<file path="config.mk">
export PLATFORM = sky130hd
export DESIGN_NAME = vga_sprite_controller
export DESIGN_NICKNAME = d
export VERILOG_FILES = /design/src/rtl/vga_pkg.sv /design/src/rtl/switch_debouncer.sv /design/src/rtl/vga_sprite_controller.sv
export SDC_FILE = /design/constraint.sdc
export NUM_CORES = 1
export LEC_CHECK = 0
export ABC_AREA = 1
export CORE_MARGIN = 3
export CORE_UTILIZATION = 40
export DETAILED_ROUTE_END_ITERATION = 6
export HOLD_SLACK_MARGIN = 0.1
export REMOVE_ABC_BUFFERS = 1
export SKIP_LAST_GASP = 1
export SLEW_MARGIN = 20
export SYNTH_ARGS = -nofsm -noshare
export SYNTH_HDL_FRONTEND = slang
export SYNTH_SLANG_ARGS = --single-unit
</file>
<file path="constraint.sdc">
create_clock -name i_clk -period 8.8 [get_ports i_clk]
set_input_delay 1.32 -clock i_clk [delete_from_list [all_inputs] [get_ports i_clk]]
set_output_delay 1.32 -clock i_clk [all_outputs]
set_load 0.01 [all_outputs]
</file>
<file path="src/rtl/vga_pkg.sv">
// VGA 640x480@60 timing constants and sprite shape encodings.
package vga_pkg;

  localparam int H_SYNC          = 96;
  localparam int H_BACK_PORCH    = 48;
  localparam int H_DISPLAY       = 640;
  localparam int H_FRONT_PORCH   = 16;
  localparam int H_TOTAL         = H_SYNC + H_BACK_PORCH + H_DISPLAY + H_FRONT_PORCH;
  localparam int H_DISPLAY_START = H_SYNC + H_BACK_PORCH;

  localparam int V_SYNC          = 2;
  localparam int V_BACK_PORCH    = 29;
  localparam int V_DISPLAY       = 480;
  localparam int V_FRONT_PORCH   = 10;
  localparam int V_TOTAL         = V_SYNC + V_BACK_PORCH + V_DISPLAY + V_FRONT_PORCH;
  localparam int V_DISPLAY_START = V_SYNC + V_BACK_PORCH;

  typedef enum logic [1:0] {
    MODE_TRI     = 2'd0,
    MODE_RECT    = 2'd1,
    MODE_DIAMOND = 2'd2,
    MODE_OFF     = 2'd3
  } mode_e;

endpackage

</file>
<file path="src/rtl/switch_debouncer.sv">
// One switch: 2-FF synchroniser followed by a stable-count debouncer.
module switch_debouncer #(
  parameter int DEBOUNCE_CYCLES = 65536
) (
  input  logic i_clk,
  input  logic i_rst,
  input  logic i_sw,
  output logic o_db
);

  localparam int CW = $clog2(DEBOUNCE_CYCLES + 1);

  logic [1:0]    r_sync;
  logic [CW-1:0] r_cnt;
  logic          r_db;

  // bring the asynchronous switch into the clock domain
  always_ff @(posedge i_clk or posedge i_rst) begin
    if (i_rst) r_sync <= 2'b00;
    else       r_sync <= {r_sync[0], i_sw};
  end

  // accept a new level only after it has been seen for DEBOUNCE_CYCLES cycles in a row
  always_ff @(posedge i_clk or posedge i_rst) begin
    if (i_rst) begin
      r_cnt <= '0;
      r_db  <= 1'b0;
    end else if (r_sync[1] == r_db) begin
      r_cnt <= '0;
    end else if (r_cnt == CW'(DEBOUNCE_CYCLES - 1)) begin
      r_cnt <= '0;
      r_db  <= r_sync[1];
    end else begin
      r_cnt <= r_cnt + CW'(1);
    end
  end

  assign o_db = r_db;

endmodule

</file>
<file path="src/rtl/vga_sprite_controller.sv">
// Switch-driven sprite: debounced movement once per N frames, per-pixel shape test.
module vga_sprite_controller import vga_pkg::*; #(
  parameter int H_DISPLAY       = vga_pkg::H_DISPLAY,
  parameter int V_DISPLAY       = vga_pkg::V_DISPLAY,
  parameter int H_DISPLAY_START = vga_pkg::H_DISPLAY_START,
  parameter int V_DISPLAY_START = vga_pkg::V_DISPLAY_START,
  parameter int HALF_W          = 75,
  parameter int HALF_H          = 50,
  parameter int STEP            = 1,
  parameter int FRAMES_PER_MOVE = 1,
  parameter int DEBOUNCE_CYCLES = 65536
) (
  input  logic        i_clk,
  input  logic        i_rst,
  input  logic [3:0]  i_sw,
  input  logic [1:0]  i_mode,
  input  logic [15:0] i_h_count,
  input  logic [15:0] i_v_count,
  output logic        o_pixel_on,
  output logic [9:0]  o_center_x,
  output logic [9:0]  o_center_y,
  output logic [3:0]  o_at_edge
);

  localparam int X_MIN = HALF_W;
  localparam int X_MAX = H_DISPLAY - 1 - HALF_W;
  localparam int Y_MIN = HALF_H;
  localparam int Y_MAX = V_DISPLAY - 1 - HALF_H;
  localparam int FW    = $clog2(FRAMES_PER_MOVE + 1);

  logic [3:0]    w_sw_db;
  logic [9:0]    r_cx, r_cy;
  logic [FW-1:0] r_frame_cnt;
  mode_e         r_mode;
  logic          r_pixel_on;

  logic          w_tick, w_move, w_visible, w_inside;
  int            w_cx_i, w_cy_i, w_nx, w_ny;
  int            w_x, w_y, w_dx, w_dy, w_ady;

  // one debouncer per direction switch
  for (genvar g = 0; g < 4; g++) begin : g_db
    switch_debouncer #(.DEBOUNCE_CYCLES(DEBOUNCE_CYCLES)) u_db (
      .i_clk (i_clk),
      .i_rst (i_rst),
      .i_sw  (i_sw[g]),
      .o_db  (w_sw_db[g])
    );
  end

  assign w_tick = (i_h_count == 16'd0) && (i_v_count == 16'd0);
  assign w_move = w_tick && (r_frame_cnt == FW'(FRAMES_PER_MOVE - 1));

  // next centre: opposing switches cancel, clamps done in signed int so cx-STEP cannot wrap
  always_comb begin
    w_cx_i = {22'd0, r_cx};
    w_cy_i = {22'd0, r_cy};
    w_nx   = w_cx_i;
    w_ny   = w_cy_i;
    if (w_sw_db[0] && !w_sw_db[1])
      w_nx = (w_cx_i - STEP < X_MIN) ? X_MIN : w_cx_i - STEP;
    else if (w_sw_db[1] && !w_sw_db[0])
      w_nx = (w_cx_i + STEP > X_MAX) ? X_MAX : w_cx_i + STEP;
    if (w_sw_db[2] && !w_sw_db[3])
      w_ny = (w_cy_i - STEP < Y_MIN) ? Y_MIN : w_cy_i - STEP;
    else if (w_sw_db[3] && !w_sw_db[2])
      w_ny = (w_cy_i + STEP > Y_MAX) ? Y_MAX : w_cy_i + STEP;
  end

  // frame counter, centre update on move ticks, mode latch on every tick (tear-free)
  always_ff @(posedge i_clk or posedge i_rst) begin
    if (i_rst) begin
      r_frame_cnt <= '0;
      r_cx        <= 10'(H_DISPLAY / 2);
      r_cy        <= 10'(V_DISPLAY / 2);
      r_mode      <= MODE_TRI;
    end else if (w_tick) begin
      r_mode <= mode_e'(i_mode);
      if (w_move) begin
        r_frame_cnt <= '0;
        r_cx        <= 10'(w_nx);
        r_cy        <= 10'(w_ny);
      end else begin
        r_frame_cnt <= r_frame_cnt + FW'(1);
      end
    end
  end

  // shape membership in exact integer arithmetic relative to the centre
  always_comb begin
    w_x       = {16'd0, i_h_count} - H_DISPLAY_START;
    w_y       = {16'd0, i_v_count} - V_DISPLAY_START;
    w_dx      = (w_x >= w_cx_i) ? (w_x - w_cx_i) : (w_cx_i - w_x);
    w_dy      = w_y - w_cy_i;
    w_ady     = (w_dy < 0) ? -w_dy : w_dy;
    w_visible = (i_h_count >= 16'(H_DISPLAY_START)) &&
                (i_h_count <  16'(H_DISPLAY_START + H_DISPLAY)) &&
                (i_v_count >= 16'(V_DISPLAY_START)) &&
                (i_v_count <  16'(V_DISPLAY_START + V_DISPLAY));
    w_inside  = 1'b0;
    case (r_mode)
      MODE_TRI:     w_inside = (w_ady <= HALF_H) &&
                               (w_dx * 2 * HALF_H <= (w_dy + HALF_H) * HALF_W);
      MODE_RECT:    w_inside = (w_dx <= HALF_W) && (w_ady <= HALF_H);
      MODE_DIAMOND: w_inside = (w_dx * HALF_H + w_ady * HALF_W <= HALF_W * HALF_H);
      default:      w_inside = 1'b0;
    endcase
  end

  // one-cycle pixel latency; downstream delays sync by one to match
  always_ff @(posedge i_clk or posedge i_rst) begin
    if (i_rst) r_pixel_on <= 1'b0;
    else       r_pixel_on <= w_visible && w_inside;
  end

  assign o_pixel_on = r_pixel_on;
  assign o_center_x = r_cx;
  assign o_center_y = r_cy;
  assign o_at_edge  = {(r_cy == 10'(Y_MAX)), (r_cy == 10'(Y_MIN)),
                       (r_cx == 10'(X_MAX)), (r_cx == 10'(X_MIN))};

endmodule

</file>
==> impl_metrics.env <==
export IMPL_period_needed_ns=9.49
export IMPL_cp_arrival_ns=9.79
export IMPL_cp_max_fo=6
export IMPL_via_count=18500
export IMPL_max_slew_margin=0.388
export IMPL_critPathBufInv=21
export IMPL_route_final_wire_length_um=52900
export IMPL_worst_setup_path_type="input pin to register"
export IMPL_drt_initial_drc_count=627
export IMPL_final_common_cell="inv_1"
export IMPL_nNetsFinal=3752
export IMPL_layout_common_cells="inv_1, buf_4, nand2_1"
export IMPL_grt_ovfl_total=0
export IMPL_synth_simple_area_share=0.219
export IMPL_drv_slew=0
export IMPL_required_ns=9.10
export IMPL_run_status="finished, violations left"
export IMPL_gp_congestion=0.926
export IMPL_synth_compound_area_share=0.0968
export IMPL_fp_dieH_um=226
export IMPL_cts_tree="built"
export IMPL_htreeDepth=3
export IMPL_synth_flop_cell="dfrtp_1"
export IMPL_muxShareOfSynthArea=0.00234
export IMPL_final_util=0.564
export IMPL_finalHoldViolations=0
export IMPL_seqCellArea_um2=2610
export IMPL_multi_input_area_um2=16000
export IMPL_antenna_found_initial=0
export IMPL_min_period_over_period=1.08
export IMPL_drive_gt1_frac=0.258
export IMPL_via_per_inst=4.78
export IMPL_skew_ns=0.0154
export IMPL_syn_inst=2592
export IMPL_max_freq_mhz=105
export IMPL_failed_checks="setup timing"
export IMPL_cts_inserted_buffers=9
export IMPL_synth_xor_area_frac=0.0884
export IMPL_final_setup_viol_count=1
export IMPL_rsz0062_at_grt="true"
export IMPL_drc=0
export IMPL_grt_first_pass_wirelength_um=89100
export IMPL_syn2layout_area_growth_pct=37.7
export IMPL_ctsHoldBuffers=0
export IMPL_dr_pass1_iters=5
export IMPL_tightest_slew_ns=0.911
export IMPL_synth_top_family_by_area="adder cells"
export IMPL_clock_latency_ns=0.37
export IMPL_gr_usage_all_layers=0.210
export IMPL_fin_ws_ns=-0.691
export IMPL_crit_top_cell="buf_4"
export IMPL_start_kind="input pin"
export IMPL_max_cap_viol_count=0
export IMPL_coreArea_um2=47100
export IMPL_synth_cell_type_count=65
export IMPL_synth_fa_ha_area_frac=0.343
export IMPL_syn_mean_instance_area_um2=7.44
export IMPL_synth_edff_count=0
export IMPL_cp_top_family="adder cells"
export IMPL_grt_max_degree=76
export IMPL_ys_async_sr_fraction=1.00
export IMPL_syn_cell_area_um2=19300
export IMPL_hold_class="register to register"
export IMPL_grt_pass1_vias=18842
export IMPL_ant_nets=0
export IMPL_slowest_stage="fa_1"
export IMPL_fillerInstances=4349
export IMPL_ys_warnings_count=0
export IMPL_start_util=0.410
export IMPL_io_pins=65
export IMPL_worstSetupEndpointType="register"
export IMPL_io_buffer_count=64
export IMPL_avgRoutedWirePerCell_um=13.7
export IMPL_die_area_um2=50900
export IMPL_die_w_um=226
export IMPL_seq_area_frac_synth=0.135
export IMPL_dp_hpwl_um=44900
export IMPL_clockBufferDepth=2
export IMPL_cts_sinks=104
export IMPL_num_antenna_cells=0
export IMPL_cts_root_buffer_cell="clkbuf_16"
export IMPL_synth_seq_cells=104
export IMPL_path_clk_slew_ns=0.08
export IMPL_rows=79
export IMPL_critPathMaxStageDelay_ns=0.53
cell usage after synthesis, types with 6 or more instances:
cell type,count,area share
nand2_4,6,0.0035
inv_2,6,0.0012
a211oi_1,7,0.0027
o211ai_1,8,0.0031
a21oi_1,131,0.034
ha_1,319,0.21
nand3_2,6,0.0031
o21ai_1,8,0.0021
o21bai_1,8,0.0031
nand2_1,391,0.076
nand4_1,50,0.016
nor2_1,232,0.045
dfstp_2,6,0.0082
or2_2,8,0.0026
xor2_1,134,0.061
nor4_1,18,0.0058
nand3_1,115,0.030
a31oi_1,6,0.0019
o21ai_0,89,0.023
inv_1,559,0.11
a21o_1,7,0.0027
xnor2_1,55,0.025
a31o_2,9,0.0041
nand2_2,16,0.0052
fa_1,131,0.14
nand3b_1,8,0.0031
dfrtp_1,98,0.13
nor2_2,9,0.0029
nor3_1,66,0.017
state kept, by name, summed over array words and instances (netlist names):
register / count
g_db.u_db.o_db: 4
r_frame_cnt: 1
g_db.u_db.r_sync: 8
o_pixel_on: 1
r_mode: 2
o_center_y: 10
g_db.u_db.r_cnt: 68
o_center_x: 10
worst reg2reg max path: cells and delay by family (launching register included):
family	cells	cell delay, ns
AOI/OAI and AO/OA	7	1.03
xor gates and xnor gates	3	0.61
adders and majority gates	11	3.91
and+or+nand+nor	16	1.37
buffers and inverters	14	1.03
DFF	1	0.44
timing repair:
| item | 4_1_cts | 5_1_grt |
|---|---|---|
| resized for setup | 153 | 126 |
| setup buffers | 27 | 13 |
| endpoints found under the setup margin | 1 | 1 |
| pin swaps | 67 | 103 |
through the flow:
stage	cells	setup WS, ns	hold WS (ns)	TNS (ns)	cell area (um^2)
detailed placement	3817	-2.22	0.337	-2.22	24600
finish	3874	-0.691	0.356	-0.691	26500
CTS	3860	-0.783	0.358	-0.783	25900
global route	3874	-1.15	0.360	-1.15	26500
global placement	3817	-2.01	0.334	-2.01	24600
floorplan	2643	-1.43	0.331	-1.43	19400
metal layers:
layer	vias to the layer above	share of wire	track usage	routed length [um]
met5	-	0	0	0
li1	9548	-	-	-
met3	46	0.021	0.0150	1110
met1	8688	0.47	0.281	25000
met4	0	0.015	0.0404	817
met2	218	0.49	0.376	26000
area by class of cell:
type                       instances  area share
multi-input combinational       1969       0.601
timing repair buffer             608       0.180
sequential                       104      0.0983
inverter                         570      0.0811
tap                              607      0.0286
clock buffer                      11     0.00915
clock inverter                     5     0.00174
path summary, 6_finish.rpt:
| check | startpoint | endpoint | slack (ns) | depth (start not counted) |
|---|---|---|---|---|
| hold / removal | g_db[0].u_db.r_sync[0] | g_db[0].u_db.r_sync[1] | 0.36 | 0 |
| setup reg to reg | o_center_x[0] | o_pixel_on | 0.35 | 51 |
| setup / recovery | i_h_count[5] | o_pixel_on | -0.69 | 59 |
| hold reg to reg | g_db[0].u_db.r_sync[0] | g_db[0].u_db.r_sync[1] | 0.36 | 0 |
| min in group asynchronous | i_rst | o_center_y[8] | 1.29 | 2 |
| max in group asynchronous | i_rst | o_center_x[6] | 6.43 | 4 |
logic make-up (layout without fill, tap and decap cells):
family	Yosys count	after routing
buffers and inverters	582	1194
muxes	4	4
adders and majority gates	450	450
xor gates and xnor gates	192	192
other	2	65
DFF	104	104
AOI/OAI and AO/OA	315	315
and+or+nand+nor	943	943
Power is not shown: default switching activity piles up to over one toggle a cycle in this logic, so the estimate is an artifact.
